[src/rtl/register_bank.sv]
// Multi-word register storage: one load/increment write port and two
// combinational read ports, with optional write-to-read forwarding.
module register_bank #(
   parameter int WIDTH  = 16,
   parameter int DEPTH  = 8,
   parameter int ADDR_W = 3,
   parameter bit BYPASS = 1'b1
) (
   input  logic              clk,
   input  logic              reset,
   input  logic              load,
   input  logic              inc,
   input  logic [ADDR_W-1:0] wr_addr,
   input  logic [WIDTH-1:0]  in,
   input  logic [ADDR_W-1:0] rd_addr_a,
   output logic [WIDTH-1:0]  out_a,
   input  logic [ADDR_W-1:0] rd_addr_b,
   output logic [WIDTH-1:0]  out_b,
   output logic              busy_wr
);

   // One extra bit so DEPTH == 2**ADDR_W still compares correctly.
   localparam logic [ADDR_W:0] DEPTH_L = (ADDR_W+1)'(DEPTH);

   logic [WIDTH-1:0] regs [DEPTH];
   logic             wr_valid;
   logic             wr_en;
   logic [WIDTH-1:0] wr_cur;
   logic [WIDTH-1:0] wr_next;

   assign wr_valid = ({1'b0, wr_addr} < DEPTH_L);
   assign wr_en    = (load | inc) & wr_valid & ~reset;

   always_comb begin
      wr_cur = '0;
      for (int i = 0; i < DEPTH; i++) begin
         if (wr_addr == ADDR_W'(i)) wr_cur = regs[i];
      end
   end

   // Load has priority over increment; increment wraps modulo 2**WIDTH.
   assign wr_next = load ? in : wr_cur + WIDTH'(1);

   always_comb begin
      out_a = '0;
      for (int i = 0; i < DEPTH; i++) begin
         if (rd_addr_a == ADDR_W'(i)) out_a = regs[i];
      end
      if (BYPASS && wr_en && (rd_addr_a == wr_addr)) out_a = wr_next;
   end

   always_comb begin
      out_b = '0;
      for (int i = 0; i < DEPTH; i++) begin
         if (rd_addr_b == ADDR_W'(i)) out_b = regs[i];
      end
      if (BYPASS && wr_en && (rd_addr_b == wr_addr)) out_b = wr_next;
   end

   always_ff @(posedge clk) begin
      if (reset) begin
         for (int i = 0; i < DEPTH; i++) regs[i] <= '0;
         busy_wr <= 1'b0;
      end else begin
         busy_wr <= wr_en;
         for (int i = 0; i < DEPTH; i++) begin
            if (wr_en && (wr_addr == ADDR_W'(i))) regs[i] <= wr_next;
         end
      end
   end

endmodule

[config.mk]
export PLATFORM = sky130hd
export DESIGN_NAME = register_bank
export DESIGN_NICKNAME = d
export VERILOG_FILES = /design/src/rtl/register_bank.sv
export SDC_FILE = /design/constraint.sdc
export NUM_CORES = 1
export LEC_CHECK = 0
export ABC_AREA = 1
export CORE_MARGIN = 2
export CORE_UTILIZATION = 54
export DETAILED_ROUTE_END_ITERATION = 16
export DONT_BUFFER_PORTS = 1
export GPL_ROUTABILITY_DRIVEN = 1
export PLACE_DENSITY = 0.73
export SLEW_MARGIN = 20
export SYNTH_ARGS = -nofsm -noshare
export SYNTH_HDL_FRONTEND = slang
export SYNTH_SLANG_ARGS = --single-unit
[constraint.sdc]
create_clock -name clk -period 4.8 [get_ports clk]
set_clock_uncertainty 0.15 [all_clocks]
set_input_delay 0.96 -clock clk [delete_from_list [all_inputs] [get_ports clk]]
set_output_delay 0.96 -clock clk [all_outputs]
set_load 0.005 [all_outputs]
==> Implementation_results.wiki, run 1 <==
{| class="wikitable"
! Metric !! Value
|-
| Ys Warns || 0
|-
| Source of the worst hold timing path || reset
|-
| Total congestion overflow || 0
|-
| Clock edge transition at the registers on the reported setup and hold paths || 0.06 ns
|-
| Cell leakage power || 3.74 nW
|-
| Data required time of the critical path || 3.69 ns
|-
| Critical Path Start || wr_addr[2]
|-
| Unrepaired setup endpoints after global routing || no
|-
| Syn Inst Count || 1105
|-
| Period utilisation layout || 94.6%
|-
| Outcome || complete, no violations
|-
| Clock root buffer || sky130_fd_sc_hd__clkbuf_16
|-
| Highest-delay cell along the critical path || sky130_fd_sc_hd__nor3_4
|-
| Pre-CTS WS || 0.398 ns
|-
| Endpoint kind of the worst setup timing path || output pin
|-
| Cell with the most instances on the worst path || sky130_fd_sc_hd__nand2_1
|-
| Number of hold-slack violations in the final timing report || 0
|-
| Number of endpoints failing setup at the final stage || 0
|-
| Die area || 0.0165 sq mm
|-
| Maximum buffer depth of the clock tree || 2
|-
| Mean routed wirelength per cell || 21.9 microns
|-
| Cells traversed along the worst timing path || clkinv_2 > nor3_4 > buf_4 > a21oi_1 > nand4_1 > nand2_1 > nor2_1 > nand2_1 > nor2_1 > nand2_1 > nand2_1 > nand3_2 > nand2_1 > nand2_1 > nand2_1
|-
| Fraction of final layout cells with drive strength greater than 1 || 9.02%
|-
| First-pass GRT wire length || 43.5 mm
|-
| Average cell area after synthesis || 7.55 sq um
|-
| Number of nets in the final layout || 1137
|-
| Total core area || 0.0151 sq mm
|-
| Starting Density || 55.1%
|-
| Total vias in the final route || 8475
|-
| Sort of element at the start of the critical path || input pin
|-
| Number of stages on the worst hold path || 1
|-
| Last weighted congestion value of the routability-driven placer || 0.998
|-
| Total of hold buffers inserted after clock tree synthesis || 0
|-
| Initial antenna violation count || 0
|-
| Number of buffers added on ports || 0
|-
| Layout Area Growth over Synthesis || 11.7%
|-
| Startpoint of the most critical register-to-register path || regs[0][17]
|-
| Fmax || 220 MHz
|-
| Wire length reported by the detailed router || 28.6 mm
|-
| Mapped cell area || 0.00834 sq mm
|-
| Number of buffers inserted during clock tree synthesis || 17
|-
| Row count || 45
|-
| Initial DRT Pass Iterations || 6
|-
| Crit path max-delay family || simple AND/OR/NAND/NOR gates
|-
| Power Dens Cells || 358 mW/mm^2
|-
| Synth Net Count || 1135
|-
| Setup ws final || 0.258 ns
|-
| Power Total || 0.00334 W
|-
| Seq/Total Area, Yosys || 46.3%
|-
| Die Height || 128 microns
|-
| Maximum number of pins on one net before global-route repair || 29
|-
| Top-Level Pins || 62
|-
| Slowest stage delay, CP || 0.41 ns
|-
| Worst-case headroom to the max-slew limit || 31.0%
|-
| Via count of the first global-routing pass || 7905
|-
| Die Width || 128 microns
|-
| Post-synth cell types || 44
|-
| Number of antenna-violating nets in the routed design || 0
|-
| Total global-route track usage || 35.5%
|-
| R2R depth || 17
|-
| Detailed-route vias per instance || 6.48
|-
| Hold Path Class || input pin to flip-flop
|-
| Worst Tran Pin Value || 1.02 ns
|-
| Detailed-route DRC error count || 0
|-
| CP arrival || 3.43 ns
|-
| Peak supply drop || 0.237 mV
|-
| Final Max Slew Viols || 0
|-
| H-Tree Depth || 4
|-
| Clock period minus final worst setup slack || 4.54 ns
|-
| # diodes || 0
|-
| DR iter-0 viols || 1207
|-
| TritonCTS clock tree || built
|-
| Crit path depth || 15
|-
| Final setup TNS || 0 ns
|-
| Number of violations of the max-capacitance limit || 0
|-
| Total of flip-flops plus latches after synthesis || 129
|-
| Highest net fanout along the worst path || 23
|-
| Clock latency at the later pin of the worst-skew pair || 0.43 ns
|-
| Worst Path Class, Setup || input pin to output pin
|-
| Buf/Inv on CP || 2
|-
| Detailed Place HPWL || 20.2 mm
|-
| Sinks on the clock net || 129
|}
-- state kept, by name, summed over array words and instances (netlist names) --
signal and cells:
regs 128, busy_wr 1
-- worst reg2reg max path, cell delays in order (launching register included) --
cell                       delay (ns)
sky130_fd_sc_hd__edfxtp_1        0.32
sky130_fd_sc_hd__inv_1           0.08
sky130_fd_sc_hd__o21ai_0         0.20
sky130_fd_sc_hd__nor2_1          0.07
sky130_fd_sc_hd__nand2_1         0.06
sky130_fd_sc_hd__nand2_1         0.06
sky130_fd_sc_hd__nand3_1         0.07
sky130_fd_sc_hd__nand2_1         0.05
sky130_fd_sc_hd__inv_1           0.09
sky130_fd_sc_hd__ha_1            0.17
sky130_fd_sc_hd__nand3_1         0.11
sky130_fd_sc_hd__nor2_1          0.22
sky130_fd_sc_hd__nand2_1         0.15
sky130_fd_sc_hd__nor2_1          0.14
sky130_fd_sc_hd__nand3b_1        0.13
sky130_fd_sc_hd__o21ai_1         0.13
sky130_fd_sc_hd__inv_1           0.29
sky130_fd_sc_hd__nor2_1          0.09
-- layer usage --
metal  up-vias  share of wire [%]  global-route usage (%)  routed length, microns
li1       3797                  -                       -                       -
met1      3961                 37                    45.8                   10600
met2       594                 48                    57.3                   13700
met3       123                9.8                    5.63                    2800
met4         0                5.1                    19.7                    1470
met5         -                  0                       0                       0
-- final timing paths --
path	end	slack [ns]
max reg2reg	regs[1][54]	1.98
min	regs[1][45]	0.58
max	out_b[13]	0.26
min reg2reg	regs[0][37]	0.92
-- kinds of logic (layout without fill, tap and decap cells) --
group / Yosys count / count (layout) / synth area share (%)
multiplexers: 1 / 1 / 0.120
flip-flops: 129 / 129 / 46.3
AND/OR/NAND/NOR: 580 / 580 / 30.2
XOR/XNOR: 2 / 2 / 0.210
AO/OA/AOI/OAI: 214 / 214 / 14.5
buffers and inverters: 178 / 193 / 8.46
adder cells (fa/ha/maj): 1 / 1 / 0.150
-- synth_stat cells --
| library cell | n | area, sq um |
|---|---|---|
| sky130_fd_sc_hd__a211oi_1 | 1 | 7.51 |
| sky130_fd_sc_hd__a21oi_1 | 99 | 495 |
| sky130_fd_sc_hd__a221o_1 | 1 | 10.0 |
| sky130_fd_sc_hd__a221oi_1 | 6 | 52.6 |
| sky130_fd_sc_hd__a22oi_1 | 1 | 7.51 |
| sky130_fd_sc_hd__a31o_2 | 1 | 8.76 |
| sky130_fd_sc_hd__a41o_1 | 1 | 10.0 |
| sky130_fd_sc_hd__and2_1 | 1 | 6.26 |
| sky130_fd_sc_hd__buf_1 | 2 | 7.51 |
| sky130_fd_sc_hd__buf_2 | 12 | 60.1 |
| sky130_fd_sc_hd__buf_4 | 2 | 15.0 |
| sky130_fd_sc_hd__buf_6 | 2 | 22.5 |
| sky130_fd_sc_hd__clkbuf_1 | 34 | 128 |
| sky130_fd_sc_hd__clkinv_1 | 4 | 15.0 |
| sky130_fd_sc_hd__dfxtp_1 | 1 | 20.0 |
| sky130_fd_sc_hd__edfxtp_1 | 128 | 3840 |
| sky130_fd_sc_hd__ha_1 | 1 | 12.5 |
| sky130_fd_sc_hd__inv_1 | 114 | 428 |
| sky130_fd_sc_hd__inv_2 | 8 | 30.0 |
| sky130_fd_sc_hd__mux2i_1 | 1 | 10.0 |
| sky130_fd_sc_hd__nand2_1 | 275 | 1030 |
| sky130_fd_sc_hd__nand2_2 | 1 | 6.26 |
| sky130_fd_sc_hd__nand3_1 | 60 | 300 |
| sky130_fd_sc_hd__nand3_2 | 4 | 40.0 |
| sky130_fd_sc_hd__nand3b_1 | 1 | 7.51 |
| sky130_fd_sc_hd__nand4_1 | 53 | 332 |
| sky130_fd_sc_hd__nor2_1 | 154 | 578 |
| sky130_fd_sc_hd__nor2_2 | 1 | 6.26 |
| sky130_fd_sc_hd__nor2_4 | 2 | 22.5 |
| sky130_fd_sc_hd__nor3_1 | 13 | 65.1 |
| sky130_fd_sc_hd__nor3_4 | 3 | 48.8 |
| sky130_fd_sc_hd__nor4_1 | 2 | 12.5 |
| sky130_fd_sc_hd__o2111ai_1 | 9 | 78.8 |
| sky130_fd_sc_hd__o211ai_1 | 1 | 7.51 |
| sky130_fd_sc_hd__o21a_1 | 2 | 15.0 |
| sky130_fd_sc_hd__o21ai_0 | 51 | 255 |
| sky130_fd_sc_hd__o21ai_1 | 4 | 20.0 |
| sky130_fd_sc_hd__o221ai_1 | 3 | 26.3 |
| sky130_fd_sc_hd__o22ai_1 | 32 | 200 |
| sky130_fd_sc_hd__o31ai_1 | 1 | 7.51 |
| sky130_fd_sc_hd__o41ai_1 | 1 | 8.76 |
| sky130_fd_sc_hd__or2_0 | 1 | 6.26 |
| sky130_fd_sc_hd__or2_2 | 9 | 56.3 |
| sky130_fd_sc_hd__xor2_1 | 2 | 17.5 |
-- layout make-up --
| type | count | area [sq um] |
|---|---|---|
| flip-flops and latches | 129 | 3860 |
| repair buffers | 35 | 263 |
| well taps | 188 | 235 |
| inverters | 126 | 474 |
| fillers | 1360 | 5830 |
| clock inverters | 13 | 233 |
| clock buffers | 19 | 453 |
| multi-input cells | 798 | 3800 |
-- metrics by stage --
step / hold slack, ns / area [sq um] / cells / utilization [%]
floorplan: 0.774 / 8340 / 1105 / -
global placement: 0.880 / 8620 / 1275 / 56.9
detailed placement: 0.901 / 8620 / 1275 / 56.9
CTS: 0.570 / 9310 / 1307 / 61.5
global route: 0.573 / 9320 / 1308 / 61.5
finish: 0.582 / 9320 / 1308 / 61.5
-- what timing repair did --
action	CTS	global route
endpoints found under the setup margin	0	1
hold endpoints to repair	0	0
setup buffers	0	1
resized for setup	0	1
-- cells in the final DEF, fill, tap and decap left out, types with 2 or more instances in the layout --
| cell type | Yosys | layout |
|---|---|---|
| sky130_fd_sc_hd__o21ai_1 | 4 | 5 |
| sky130_fd_sc_hd__o21a_1 | 2 | 2 |
| sky130_fd_sc_hd__nor3_2 | 0 | 5 |
| sky130_fd_sc_hd__nor4_1 | 2 | 2 |
| sky130_fd_sc_hd__nor3_1 | 13 | 8 |
| sky130_fd_sc_hd__bufinv_16 | 0 | 6 |
| sky130_fd_sc_hd__clkbuf_8 | 0 | 2 |
| sky130_fd_sc_hd__nor3_4 | 3 | 3 |
| sky130_fd_sc_hd__nand3_1 | 60 | 60 |
| sky130_fd_sc_hd__clkbuf_16 | 0 | 17 |
| sky130_fd_sc_hd__nand4_1 | 53 | 53 |
| sky130_fd_sc_hd__o21ai_0 | 51 | 50 |
| sky130_fd_sc_hd__nor2_1 | 154 | 154 |
| sky130_fd_sc_hd__nand3_2 | 4 | 4 |
| sky130_fd_sc_hd__edfxtp_1 | 128 | 128 |
| sky130_fd_sc_hd__buf_4 | 2 | 35 |
| sky130_fd_sc_hd__or2_2 | 9 | 9 |
| sky130_fd_sc_hd__o2111ai_1 | 9 | 9 |
| sky130_fd_sc_hd__nand2_1 | 275 | 275 |
| sky130_fd_sc_hd__clkinv_2 | 0 | 2 |
| sky130_fd_sc_hd__clkinvlp_4 | 0 | 4 |
| sky130_fd_sc_hd__a221oi_1 | 6 | 6 |
| sky130_fd_sc_hd__o22ai_1 | 32 | 32 |
| sky130_fd_sc_hd__o221ai_1 | 3 | 3 |
| sky130_fd_sc_hd__clkinv_1 | 4 | 4 |
| sky130_fd_sc_hd__nor2_4 | 2 | 2 |
| sky130_fd_sc_hd__a21oi_1 | 99 | 99 |
| sky130_fd_sc_hd__xor2_1 | 2 | 2 |
| sky130_fd_sc_hd__clkinv_4 | 0 | 2 |
| sky130_fd_sc_hd__inv_1 | 114 | 114 |
| sky130_fd_sc_hd__inv_2 | 8 | 7 |
-- power by group --
part	switching [W]	internal (W)
logic	0.000345	0.000128
clock network	0.000507	0.00100
registers	0.0000434	0.00131
Power figures use the tool's default switching activity.
==> run 2: changes to the inputs <==
Settings changed: CORE_UTILIZATION 54 to 50, PLACE_DENSITY 0.73 to 0.69.
==> Implementation_results.wiki, run 2 (synthesis results as in run 1) <==
{| class="wikitable"
! Metric !! Value
|-
| Global route hottest layer || met2 (unchanged)
|-
| Number of buffers inserted during clock tree synthesis || 17 (unchanged)
|-
| Starting Density || 50.7% (was 55.1%)
|-
| Wire length reported by the detailed router || 29.1 mm (was 28.6 mm)
|-
| Row count || 47 (was 45)
|-
| CP arrival || 3.36 ns (was 3.43 ns)
|-
| TritonCTS clock tree || built (unchanged)
|-
| Peak supply drop || 0.262 mV (was 0.237 mV)
|-
| First-pass GRT wire length || 43.9 mm (was 43.5 mm)
|-
| Number of hold-slack violations in the final timing report || 0 (unchanged)
|-
| Clock latency at the later pin of the worst-skew pair || 0.43 ns (about the same)
|-
| Cell leakage power || 3.69 nW (was 3.74 nW)
|-
| Buf/Inv on CP || 3 (was 2)
|-
| Clock period minus final worst setup slack || 4.47 ns (was 4.54 ns)
|-
| Setup bufs post-CTS || 0 (unchanged)
|-
| Worst Tran Pin Value || 0.964 ns (was 1.02 ns)
|-
| Fmax || 223 MHz (was 220 MHz)
|-
| Final setup TNS || 0 ns (unchanged)
|-
| Via count of the first global-routing pass || 8055 (was 7905)
|-
| Cells traversed along the worst timing path || inv_2 > nand3_1 > o21ai_0 > nor2_1 > nand2_1 > nand2_1 > nand3_1 > nand2_1 > inv_1 > ha_1 > nand3_1 > inv_1 > nand2_1 > nor2_2 > nand2_1 > nand2_1 > nand3_2 > nand2_1 > nand2_1 > nand2_1 (was clkinv_2 > nor3_4 > buf_4 > a21oi_1 > nand4_1 > nand2_1 > nor2_1 > nand2_1 > nor2_1 > nand2_1 > nand2_1 > nand3_2 > nand2_1 > nand2_1 > nand2_1)
|-
| Setup slack of the worst register-to-register path || 2.04 ns (was 1.98 ns)
|-
| Sort of element at the start of the critical path || input pin (unchanged)
|-
| Initial antenna violation count || 0 (unchanged)
|-
| Most flops, register || regs (unchanged)
|-
| Worst-case headroom to the max-slew limit || 35.3% (was 31.0%)
|-
| Number of nets in the final layout || 1136 (was 1137)
|-
| Total of hold buffers inserted after clock tree synthesis || 0 (unchanged)
|-
| Total core area || 0.0165 sq mm (was 0.0151 sq mm)
|-
| Sinks on the clock net || 129 (unchanged)
|-
| Commonest non-fill, non-tap cells in the layout || sky130_fd_sc_hd__nand2_1, sky130_fd_sc_hd__nor2_1, sky130_fd_sc_hd__edfxtp_1, sky130_fd_sc_hd__inv_1, sky130_fd_sc_hd__a21oi_1 (unchanged)
|-
| Die Width || 133 microns (was 128 microns)
|-
| Highest-delay cell along the critical path || sky130_fd_sc_hd__inv_2 (was sky130_fd_sc_hd__nor3_4)
|-
| Mean routed wirelength per cell || 21.7 microns (was 21.9 microns)
|-
| Layout Area Growth over Synthesis || 10.8% (was 11.7%)
|-
| Number of violations of the max-capacitance limit || 0 (unchanged)
|-
| Endpoint kind of the worst setup timing path || output pin (unchanged)
|-
| Outcome || complete, no violations (unchanged)
|-
| Crit path max-delay family || simple AND/OR/NAND/NOR gates (unchanged)
|-
| Initial DRT Pass Iterations || 6 (unchanged)
|-
| Detailed Place HPWL || 21.1 mm (was 20.2 mm)
|-
| Number of buffers added on ports || 0 (unchanged)
|-
| Highest net fanout along the worst path || 20 (was 23)
|-
| Total global-route track usage || 33.0% (was 35.5%)
|-
| Met2 capacity usage during global routing || 55.1% (was 57.3%)
|-
| Unrepaired setup endpoints after global routing || no (unchanged)
|-
| Final Max Slew Viols || 0 (unchanged)
|-
| Last weighted congestion value of the routability-driven placer || 0.960 (was 0.998)
|-
| # diodes || 0 (unchanged)
|-
| Number of endpoints failing setup at the final stage || 0 (unchanged)
|-
| Fraction of final layout cells with drive strength greater than 1 || 8.94% (was 9.02%)
|-
| Clock edge transition at the registers on the reported setup and hold paths || 0.06 ns (about the same)
|-
| Leading cell type in the layout, fill and taps excluded || sky130_fd_sc_hd__nand2_1 (unchanged)
|-
| Die Height || 133 microns (was 128 microns)
|-
| Layout Cell Area excl Fill || 0.00924 sq mm (was 0.00932 sq mm)
|-
| Cell with the most instances on the worst path || sky130_fd_sc_hd__nand2_1 (unchanged)
|-
| Total vias in the final route || 8358 (was 8475)
|-
| Top-Level Pins || 62 (unchanged)
|-
| Power Dens Cells || 336 mW/mm^2 (was 358 mW/mm^2)
|-
| Detailed-route DRC error count || 0 (unchanged)
|-
| Maximum number of pins on one net before global-route repair || 25 (was 29)
|-
| Number of antenna-violating nets in the routed design || 0 (unchanged)
|-
| Total congestion overflow || 0 (unchanged)
|-
| DR iter-0 viols || 1136 (was 1207)
|-
| Placed cell areas || 0.00866 sq mm (was 0.00862 sq mm)
|-
| Number of flip-flops under the largest register name || 128 (unchanged)
|-
| Clock root buffer || sky130_fd_sc_hd__clkbuf_16 (unchanged)
|-
| Detailed-route vias per instance || 6.24 (was 6.48)
|-
| H-Tree Depth || 4 (unchanged)
|-
| Slowest stage delay, CP || 0.31 ns (was 0.41 ns)
|-
| Period utilisation layout || 93.2% (was 94.6%)
|-
| Met1 track utilization from global routing || 41.2% (was 45.8%)
|-
| GR met3 Demand/Resource || 4.95% (was 5.63%)
|-
| Die area || 0.0177 sq mm (was 0.0165 sq mm)
|-
| Worst Path Class, Setup || input pin to output pin (unchanged)
|-
| Maximum buffer depth of the clock tree || 2 (unchanged)
|-
| Largest registers || regs: 128 flops, busy_wr: 1 flops (unchanged)
|-
| Hold Path Class || input pin to flip-flop (unchanged)
|-
| Post-cts gate resize count || 0 (unchanged)
|-
| Data required time of the critical path || 3.69 ns (about the same)
|-
| Hold WS || 0.578 ns (was 0.582 ns)
|}
-- run 2: changes by cell type in the layout (fill, tap and decap cells not counted), sizes merged --
cell      before  now
bufinv         6    1
inv          121  130
clkinv         8    7
clkinvlp       4    3
clkbuf        19   17
buf           35   34
-- run 2: path summary, 6_finish.rpt --
path,from,endpoint,depth (start not counted)
max reg2reg,regs[0][33],regs[1][54],17
max,wr_addr[2],out_b[10],20
min reg2reg,regs[1][45],regs[0][45],5
min,reset,regs[1][33],1
-- run 2: cell type report --
| class | instances | area [sq um] |
|---|---|---|
| clock inverters | 15 | 149 |
| clock buffers | 17 | 425 |
| repair buffers | 34 | 255 |
| inverters | 126 | 473 |
| fillers | 1565 | 7230 |
| flip-flops and latches | 129 | 3860 |
| multi-input cells | 798 | 3800 |
| well taps | 220 | 275 |
-- run 2: per-stage QoR --
step / setup slack (ns) / utilization [%] / cells / total power, W
floorplan: 0.758 / - / 1105 / 0.00167
finish: 0.326 / 56.1 / 1339 / 0.00311
detailed placement: 0.409 / 52.6 / 1307 / 0.00184
CTS: 0.398 / 56.1 / 1339 / 0.00309
global route: 0.00874 / 56.1 / 1339 / 0.00319
global placement: 0.484 / 52.6 / 1307 / 0.00184
-- run 2: power by group --
part / switching (W) / internal (W)
Combinational: 0.000344 / 0.000127
Sequential: 0.0000457 / 0.00131
Clock: 0.000550 / 0.000727
-- run 2: per-layer routing --
metal	share of wire [%]	vias up
li1	-	3796
met1	39	3952
met5	0	-
met3	7.7	116
met4	5.1	0
met2	48	494
